### src/rtl/move_sequencer.sv
`default_nettype none
// ============================================================================
// Module      : move_sequencer
// Description : Turn-level chess move controller. Collects a source and a
//               destination selection, asks the board validator once, then
//               commits the move as two board-RAM writes and flips the turn.
// Revision    : 1.0 - initial release
// ============================================================================
module move_sequencer #(
  parameter int unsigned TIMEOUT_CYCLES = 64,
  parameter logic [3:0]  EMPTY_CODE     = 4'hF
) (
  input  logic                  clk,
  input  logic                  reset_n,
  input  logic                  sel_valid_i,
  input  logic [2:0]            sel_x_i,
  input  logic [2:0]            sel_y_i,
  input  logic                  cancel_i,
  input  logic [7:0][7:0][3:0]  board_i,      // indexed [row y][column x]
  output logic                  val_req_o,
  output logic [2:0]            val_old_x_o,
  output logic [2:0]            val_old_y_o,
  output logic [2:0]            val_new_x_o,
  output logic [2:0]            val_new_y_o,
  output logic [3:0]            val_piece_o,
  input  logic                  val_done_i,
  input  logic                  val_ok_i,
  output logic                  wr_en_o,
  output logic [2:0]            wr_x_o,
  output logic [2:0]            wr_y_o,
  output logic [3:0]            wr_data_o,
  output logic                  turn_o,
  output logic                  src_active_o,
  output logic [2:0]            src_x_o,
  output logic [2:0]            src_y_o,
  output logic                  busy_o,
  output logic                  move_accepted_o,
  output logic                  move_rejected_o,
  output logic                  timed_out_o,
  output logic [3:0]            captured_o,
  output logic                  game_over_o
);

  // Counter value (cycles since val_req) at which the wait is abandoned.
  localparam logic [7:0] CNT_LAST = 8'(TIMEOUT_CYCLES - 1);

  typedef enum logic [2:0] {
    S_IDLE       = 3'd0,
    S_HAVE_SRC   = 3'd1,
    S_REQ        = 3'd2,
    S_WAIT_VAL   = 3'd3,
    S_COMMIT_DST = 3'd4,
    S_COMMIT_SRC = 3'd5,
    S_REJECT     = 3'd6
  } state_t;

  state_t      state_q;
  logic        turn_q, src_active_q, game_over_q;
  logic [2:0]  src_x_q, src_y_q, dst_x_q, dst_y_q;
  logic [3:0]  piece_q, dst_code_q, captured_q;
  logic        val_req_q, wr_en_q;
  logic [2:0]  wr_x_q, wr_y_q;
  logic [3:0]  wr_data_q;
  logic        move_accepted_q, move_rejected_q, timed_out_q;
  logic [7:0]  cnt_q, cnt_d;

  logic [3:0]  sel_code;
  logic        sel_own, sel_is_src, dst_is_king;

  // Decode the selected square: its piece code and whether it belongs to the side to move.
  always_comb begin
    sel_code    = board_i[sel_y_i][sel_x_i];
    sel_own     = turn_q ? ((sel_code >= 4'd6) && (sel_code <= 4'd11)) : (sel_code <= 4'd5);
    sel_is_src  = (sel_x_i == src_x_q) && (sel_y_i == src_y_q);
    dst_is_king = (dst_code_q == 4'd4) || (dst_code_q == 4'd10);
    cnt_d       = cnt_q + 8'd1;
  end

  // Move sequencing FSM; every output is registered and pulses default low each cycle.
  always_ff @(posedge clk or negedge reset_n) begin
    if (!reset_n) begin
      state_q         <= S_IDLE;
      turn_q          <= 1'b0;
      src_active_q    <= 1'b0;
      game_over_q     <= 1'b0;
      src_x_q         <= 3'd0;
      src_y_q         <= 3'd0;
      dst_x_q         <= 3'd0;
      dst_y_q         <= 3'd0;
      piece_q         <= 4'd0;
      dst_code_q      <= 4'd0;
      captured_q      <= EMPTY_CODE;
      val_req_q       <= 1'b0;
      wr_en_q         <= 1'b0;
      wr_x_q          <= 3'd0;
      wr_y_q          <= 3'd0;
      wr_data_q       <= 4'd0;
      move_accepted_q <= 1'b0;
      move_rejected_q <= 1'b0;
      timed_out_q     <= 1'b0;
      cnt_q           <= 8'd0;
    end else begin
      val_req_q       <= 1'b0;
      wr_en_q         <= 1'b0;
      move_accepted_q <= 1'b0;
      move_rejected_q <= 1'b0;
      timed_out_q     <= 1'b0;
      case (state_q)
        S_IDLE: begin
          // After a king capture the board is frozen until reset.
          if (sel_valid_i && !game_over_q && sel_own) begin
            src_x_q      <= sel_x_i;
            src_y_q      <= sel_y_i;
            piece_q      <= sel_code;
            src_active_q <= 1'b1;
            state_q      <= S_HAVE_SRC;
          end
        end
        S_HAVE_SRC: begin
          if (cancel_i) begin
            src_active_q <= 1'b0;
            state_q      <= S_IDLE;
          end else if (sel_valid_i) begin
            if (sel_is_src) begin
              src_active_q <= 1'b0;
              state_q      <= S_IDLE;
            end else if (sel_own) begin
              src_x_q <= sel_x_i;
              src_y_q <= sel_y_i;
              piece_q <= sel_code;
            end else begin
              dst_x_q    <= sel_x_i;
              dst_y_q    <= sel_y_i;
              dst_code_q <= sel_code;
              val_req_q  <= 1'b1;
              cnt_q      <= 8'd0;
              state_q    <= S_REQ;
            end
          end
        end
        S_REQ: begin
          cnt_q   <= cnt_d;
          state_q <= S_WAIT_VAL;
        end
        S_WAIT_VAL: begin
          cnt_q <= cnt_d;
          // A done strobe in the final counted cycle still takes precedence.
          if (val_done_i) begin
            if (val_ok_i) begin
              wr_en_q   <= 1'b1;
              wr_x_q    <= dst_x_q;
              wr_y_q    <= dst_y_q;
              wr_data_q <= piece_q;
              state_q   <= S_COMMIT_DST;
            end else begin
              move_rejected_q <= 1'b1;
              state_q         <= S_REJECT;
            end
          end else if (cnt_q == CNT_LAST) begin
            move_rejected_q <= 1'b1;
            timed_out_q     <= 1'b1;
            state_q         <= S_REJECT;
          end
        end
        S_COMMIT_DST: begin
          wr_en_q         <= 1'b1;
          wr_x_q          <= src_x_q;
          wr_y_q          <= src_y_q;
          wr_data_q       <= EMPTY_CODE;
          move_accepted_q <= 1'b1;
          captured_q      <= dst_code_q;
          state_q         <= S_COMMIT_SRC;
        end
        S_COMMIT_SRC: begin
          turn_q       <= ~turn_q;
          src_active_q <= 1'b0;
          if (dst_is_king) begin
            game_over_q <= 1'b1;
          end
          state_q <= S_IDLE;
        end
        S_REJECT: begin
          src_active_q <= 1'b0;
          state_q      <= S_IDLE;
        end
        default: begin
          state_q <= S_IDLE;
        end
      endcase
    end
  end

  assign val_req_o       = val_req_q;
  assign val_old_x_o     = src_x_q;
  assign val_old_y_o     = src_y_q;
  assign val_new_x_o     = dst_x_q;
  assign val_new_y_o     = dst_y_q;
  assign val_piece_o     = piece_q;
  assign wr_en_o         = wr_en_q;
  assign wr_x_o          = wr_x_q;
  assign wr_y_o          = wr_y_q;
  assign wr_data_o       = wr_data_q;
  assign turn_o          = turn_q;
  assign src_active_o    = src_active_q;
  assign src_x_o         = src_x_q;
  assign src_y_o         = src_y_q;
  assign busy_o          = (state_q != S_IDLE) && (state_q != S_HAVE_SRC);
  assign move_accepted_o = move_accepted_q;
  assign move_rejected_o = move_rejected_q;
  assign timed_out_o     = timed_out_q;
  assign captured_o      = captured_q;
  assign game_over_o     = game_over_q;

endmodule
`default_nettype wire

### config.mk
export PLATFORM = sky130hd
export DESIGN_NAME = move_sequencer
export DESIGN_NICKNAME = d
export VERILOG_FILES = /design/src/rtl/move_sequencer.sv
export SDC_FILE = /design/constraint.sdc
export NUM_CORES = 1
export LEC_CHECK = 0
export CORE_AREA = 2 2 122 124
export CTS_CLUSTER_DIAMETER = 60
export CTS_CLUSTER_SIZE = 10
export DETAILED_ROUTE_END_ITERATION = 10
export DIE_AREA = 0 0 124 126
export PLACE_DENSITY = 0.82
export RECOVER_POWER = 100
export SLEW_MARGIN = 20
export SYNTH_ARGS = -nofsm -noshare
export SYNTH_HDL_FRONTEND = slang
export SYNTH_SLANG_ARGS = --single-unit
export TNS_END_PERCENT = 10
### constraint.sdc
create_clock -name clk -period 4.6 [get_ports clk]
set_clock_uncertainty 0.2 [all_clocks]
set_input_delay 0.92 -clock clk [delete_from_list [all_inputs] [get_ports clk]]
set_output_delay 0.92 -clock clk [all_outputs]
set_load 0.02 [all_outputs]
Yosys cells after proc, flatten, opt, wreduce, memory -nomap -nowiden:

Index checks and enable logic that the tools add are counted.

* eq/ne operators: 24
* bitwise logic cells: 4
* multiplexer cells: 66
* reductions and logical operators: 22
* add/subtract/negate cells: 1
* magnitude comparators: 5

Operators with widths (count)
* 32-bit binary-select mux with 3-bit select: 1
* 3-bit 2-to-1 mux: 21
* 32-bit 2-to-1 mux: 1
* 4-bit 2-to-1 mux: 8
* 8-bit 2-to-1 mux: 4
* 3-bit one-hot mux with 2 select lines: 4
* 1-bit 2-to-1 mux: 19
* 2-bit != test (second input constant): 8
* 4-bit one-hot mux with 2 select lines: 2
* 8-bit one-hot mux with 2 select lines: 1
* 3-bit one-hot mux with 5 select lines: 1
* 4-bit binary-select mux with 3-bit select: 1
* 5-bit AND reduction: 2
* 3-bit equality test (second input constant): 3
* 3-bit != test (second input constant): 3
* 8-bit by 1-bit adder with 8-bit output (second input constant): 1
* 8-bit by 6-bit equality test with 1-bit output (second input constant): 1
* 3-bit by 4-bit < comparator with 1-bit output (second input constant): 2
* 4-bit AND reduction: 2
* 3-bit by 2-bit equality test with 1-bit output (second input constant): 2
* 3-bit equality test: 2
* 6-bit AND reduction: 1
* 2-bit nonzero test: 3
* 3-bit nonzero test: 2
* 19 further kinds: 27

* bits in registers: 53
* bits of input ports: 268
* output and inout port bits: 45

Depth between registers and ports, before layout:

* word-level depth: 12
* mapped depth: 14
* depth with buffers taken out: 9

Worst setup path after synthesis:

Ideal clock, no wire load.

* kind: input-to-reg
* from: in sel_y_i[2]
* to: reg src_x_q[0] (netlist: src_x_o[0])
* arrival: 3.622 ns
* path slack: 0.653 ns
* path buffers: 3
* library setup time: 0.125 ns
* stages on the path: 11
* cells stage by stage: buf_4 > clkbuf_1 > mux4_2 > a22oi_1 > a31oi_1 > or4_4 > or3b_1 > o311ai_4 > nand3b_4 > buf_6 > mux2_4

* longest elaborated chain between the ends: 10
* elaborated cells on any way between the ends: 16
* those cells by class: order compare: 3; eq/ne: 4; mux: 5; reduce/logical: 4

RTL lines
* start, declared: line 17 `input logic [2:0] sel_y_i,`
* 32-bit binary-select mux with 3-bit select: line 72 `sel_code = board_i[sel_y_i][sel_x_i];`
* 32-bit 2-to-1 mux (implied by the code): line 72
* 4-bit binary-select mux with 3-bit select: line 72
* 4-bit 2-to-1 mux (implied by the code): line 72
* 4-bit by 3-bit greater-or-equal comparator with 1-bit output / 4-bit less-or-equal comparator (equally long branches): line 73 `sel_own = turn_q ? ((sel_code >= 4'd6) && (sel_code <= 4'd11)) : (sel_code <= 4'd5);`
* 1-bit logical AND: line 73
* 1-bit 2-to-1 mux: line 73
* 1-bit logical AND: line 111 `if (sel_valid_i && !game_over_q && sel_own) begin`
* 2-bit != test (no source line)
* 6-bit AND reduction (no source line) (*)
* end signal, assigned: line 112 `src_x_q <= sel_x_i;`
* end signal, assigned: line 128 `src_x_q <= sel_x_i;`
* end, declared: line 59 `logic [2:0] src_x_q, src_y_q, dst_x_q, dst_y_q;`

Every way passes the cells marked *; elsewhere a longest branch is shown, timed or not. The select of a mux whose other input is x is not followed.
A chain may end at the register's enable or synchronous reset.

Worst setup path in the final report:

* from: in board_i[163] (netlist name)
* to: reg dst_x_q[2] (netlist: val_new_x_o[2])

* longest elaborated chain between the ends: 9
* elaborated cells on any way between the ends: 11
* those cells by class: order compare: 3; mux: 5; bitwise: 1; reduce/logical: 2

RTL lines
* start, declared: line 19 `input logic [7:0][7:0][3:0] board_i,`
* 32-bit binary-select mux with 3-bit select (*): line 72
* 32-bit 2-to-1 mux (implied by the code) (*): line 72
* 4-bit binary-select mux with 3-bit select (*): line 72
* 4-bit 2-to-1 mux (implied by the code) (*): line 72
* 4-bit by 3-bit greater-or-equal comparator with 1-bit output / 4-bit less-or-equal comparator (equally long branches): line 73
* 1-bit logical AND: line 73
* 1-bit 2-to-1 mux (*): line 73
* 1-bit inverter (no source line) (*)
* 5-bit AND reduction (no source line) (*)
* end signal, assigned: line 132 `dst_x_q <= sel_x_i;`
* end, declared: line 59

Marks and branches as above.

==> results.yml <==
outcome:
  status: "finished, violations left"
  failed_checks: "max-capacitance violations, max-slew violations"
clock_tree:
  cts-root-buf: "clkbuf_16"
  cts_setup_buffers: 0
  clkTransAtPathRegs_ns: 0.06
  worstSkewPairLatency_ns: 0.29
  cts_hold_buf: 0
  cts_buffers: 5
  cts.sinks: 53
  postCtsResizedCells: 0
  cts_tree: "done"
  ctsHtreeMaxLevel: 2
  clockBufferDepth: 2
sta:
  setup-violations-final: 0
  finalSetupTns_ns: 0
  drv_slew: 54
  maxSlewHeadroom_pct: -78.7
  rsz0062_at_grt: "no"
  hold_violations: 0
  period_minus_slack_ns: 4.25
  fin_crit_sh_pct: 92.4
  worstMarginPinSlew_ns: 2.68
  fmax_mhz: 235
synth:
  synth_cells: 369
  yosys_warnings: 0
  yosysTopAreaCell: "mux4_2"
  yosysUniqueCellTypes: 49
  avgSynthCellArea_um2: 12.5
  ys_seq_area_share_pct: 28.8
  async_reset_ff_share_pct: 100
  synth_top_flop_cell: "dfrtp_1"
  syn_nets: 638
  synth_area_leaders: "mux4_2, dfrtp_1, mux2_4"
  ys_ff_latch: 53
  synth_area_um2: 4620
  synth-edff-count: 0
  yosys.area.top_type_share_pct: 33.6
floorplanning:
  core_um2: 14300
  fp.dieH_um: 126
  start_util_pct: 32.3
  die_w_um: 124
  die-area_um2: 15600
  rows: 44
  ios: 313
placed_design:
  place_area_um2: 7850
  routabilityCongestion: 0.966
  placed_cells: 839
  dpl.hpwl_um: 16100
  numPortBuffers: 312
detailed_routing:
  drc: 0
  dr.pass1.iters: 7
  finalWirelength_um: 18900
  via_count: 4586
  wl_per_cell_um: 22.3
  drt_iter0_drc: 291
  postRouteAntennaNets: 0
  routed_via_density: 5.41
final_layout:
  stdcell_count: 847
  drive_above_1_share_pct: 17.5
  num-fill-cells: 1232
  nNetsFinal: 931
  syn_to_final_growth_pct: 71.8
  finish.utilization_pct: 55.5
  finalInstanceArea_um2: 7940
pwr:
  leakage_nw: 3.02
  p_total_w: 0.00277
  powerDensity_nw_per_um2: 349
  peakVddDrop_v: 0.000203
global_route:
  grt_max_degree: 54
  antenna_found_initial: 1
  grt_pass1_wl_um: 28400
  overflow: 0
  grt_use_total_pct: 24.2
  grt_pass1_vias: 4902
setup_path:
  arrival_ns: 4.22
  end_kind: "register"
  worstPathMaxFanout: 9
  startpoint_type: "input pin"
  critPathKind: "input pin to register"
  critical_path_required_ns: 4.57
worst_hold_path:
  hold_path_class: "register to register"
flow_run:
  max_cap_violations: 1
-- cell families after synthesis --
family	synth area share, %
fa+ha+maj	0.271
compound gates	9.47
xor+xnor	1.71
buf+inv	5.79
mux	43.6
flops	28.8
simple gates	10.4
-- cells in the final DEF (no fill, tap or decap), types with 9 or more instances in the layout --
cell type,netlist,routed
mux2i_1,11,11
mux2_1,0,13
buf_4,11,13
mux4_2,69,69
dfrtp_1,49,49
dlygate4sd3_1,0,45
nand3_1,11,11
o21ai_0,11,11
nand2_1,20,20
a21oi_1,12,12
a22oi_1,9,9
clkdlybuf4s50_1,0,263
nor2_1,24,24
nor2b_1,9,9
mux2_2,11,11
-- critical path: stages --
cell             delay (ns)
clkdlybuf4s50_1        0.44
mux4_2                 0.51
o311ai_0               0.30
a211oi_1               0.08
or4_1                  0.68
or3b_1                 0.27
o311ai_4               0.19
nor3_4                 0.28
buf_4                  0.22
mux2_1                 0.33
-- sequential cells by signal (all words and copies together), names as in the netlist, 4 cells and up --
name / cells
wr_data_o: 4
captured_o: 4
dst_code_q: 4
val_piece_o: 4
cnt_q: 8
-- per-layer routing --
layer / global-route usage [%] / up-vias / part of all wire [%]
li1: - / 2052 / -
met1: 31.0 / 2272 / 39
met2: 41.4 / 228 / 51
met3: 4.80 / 34 / 7.1
met4: 7.07 / 0 / 2.8
met5: 0 / - / 0
-- layout make-up --
cell class                      count  area [um2]  area share [%]
Inverter                            7        26.3           0.331
Sequential cell                    53        1330            16.8
Antenna cell                        1        2.50          0.0315
Clock buffer                        6         139            1.75
Tap cell                          184         230            2.90
Clock inverter                      1        7.51          0.0945
Multi-Input combinational cell    269        2970            37.4
Timing Repair Buffer              326        3230            40.7
-- cells in the mapped netlist (all sizes together) (3+ instances only) --
| cell | n |
|---|---|
| o21ai | 11 |
| a31oi | 7 |
| xnor2 | 6 |
| a21oi | 12 |
| nor2b | 9 |
| a22oi | 9 |
| nand2 | 20 |
| nor2 | 24 |
| inv | 7 |
| nand4 | 3 |
| dfrtp | 49 |
| mux2 | 26 |
| mux2i | 11 |
| buf | 22 |
| nand3 | 11 |
| mux4 | 69 |
| o311ai | 5 |
| clkbuf | 18 |
| or2 | 3 |
| xor2 | 3 |
| a311oi | 4 |
| dfstp | 4 |
| nor3 | 6 |
| nand3b | 3 |
-- path summary, 6_finish.rpt --
check | from | cells after the start | end | slack (ns)
hold / removal | cnt_q[7]$_DFFE_PN0P_ | 1 | cnt_q[7]$_DFFE_PN0P_ | 0.29
setup / recovery | board_i[163] | 10 | val_new_x_o[2]$_DFFE_PN0P_ | 0.35
max in group asynchronous | reset_n | 1 | state_q[0]$_DFFE_PN0P_ | 1.40
setup reg to reg | src_x_o[0]$_DFFE_PN0P_ | 8 | src_x_o[0]$_DFFE_PN0P_ | 2.04
hold reg to reg | cnt_q[7]$_DFFE_PN0P_ | 1 | cnt_q[7]$_DFFE_PN0P_ | 0.29
min in group asynchronous | reset_n | 1 | wr_x_o[2]$_DFFE_PN0P_ | 1.28
-- power by group --
| part | total, W | internal [W] | switching, W | leakage, nW |
|---|---|---|---|---|
| logic | 0.00150 | 0.000803 | 0.000700 | 2.30 |
| clock network | 0.000368 | 0.000213 | 0.000155 | 0.0690 |
| registers | 0.000902 | 0.000688 | 0.000214 | 0.648 |
-- through the flow --
| step | setup WS [ns] | hold WS [ns] |
|---|---|---|
| finish | 0.347 | 0.292 |
| detailed placement | 0.0825 | 0.284 |
| global placement | 0.161 | 0.270 |
| CTS | 0.383 | 0.291 |
| floorplan | 0.653 | 0.243 |
| global route | 0.215 | 0.339 |
(Power assumes the default switching activity.)
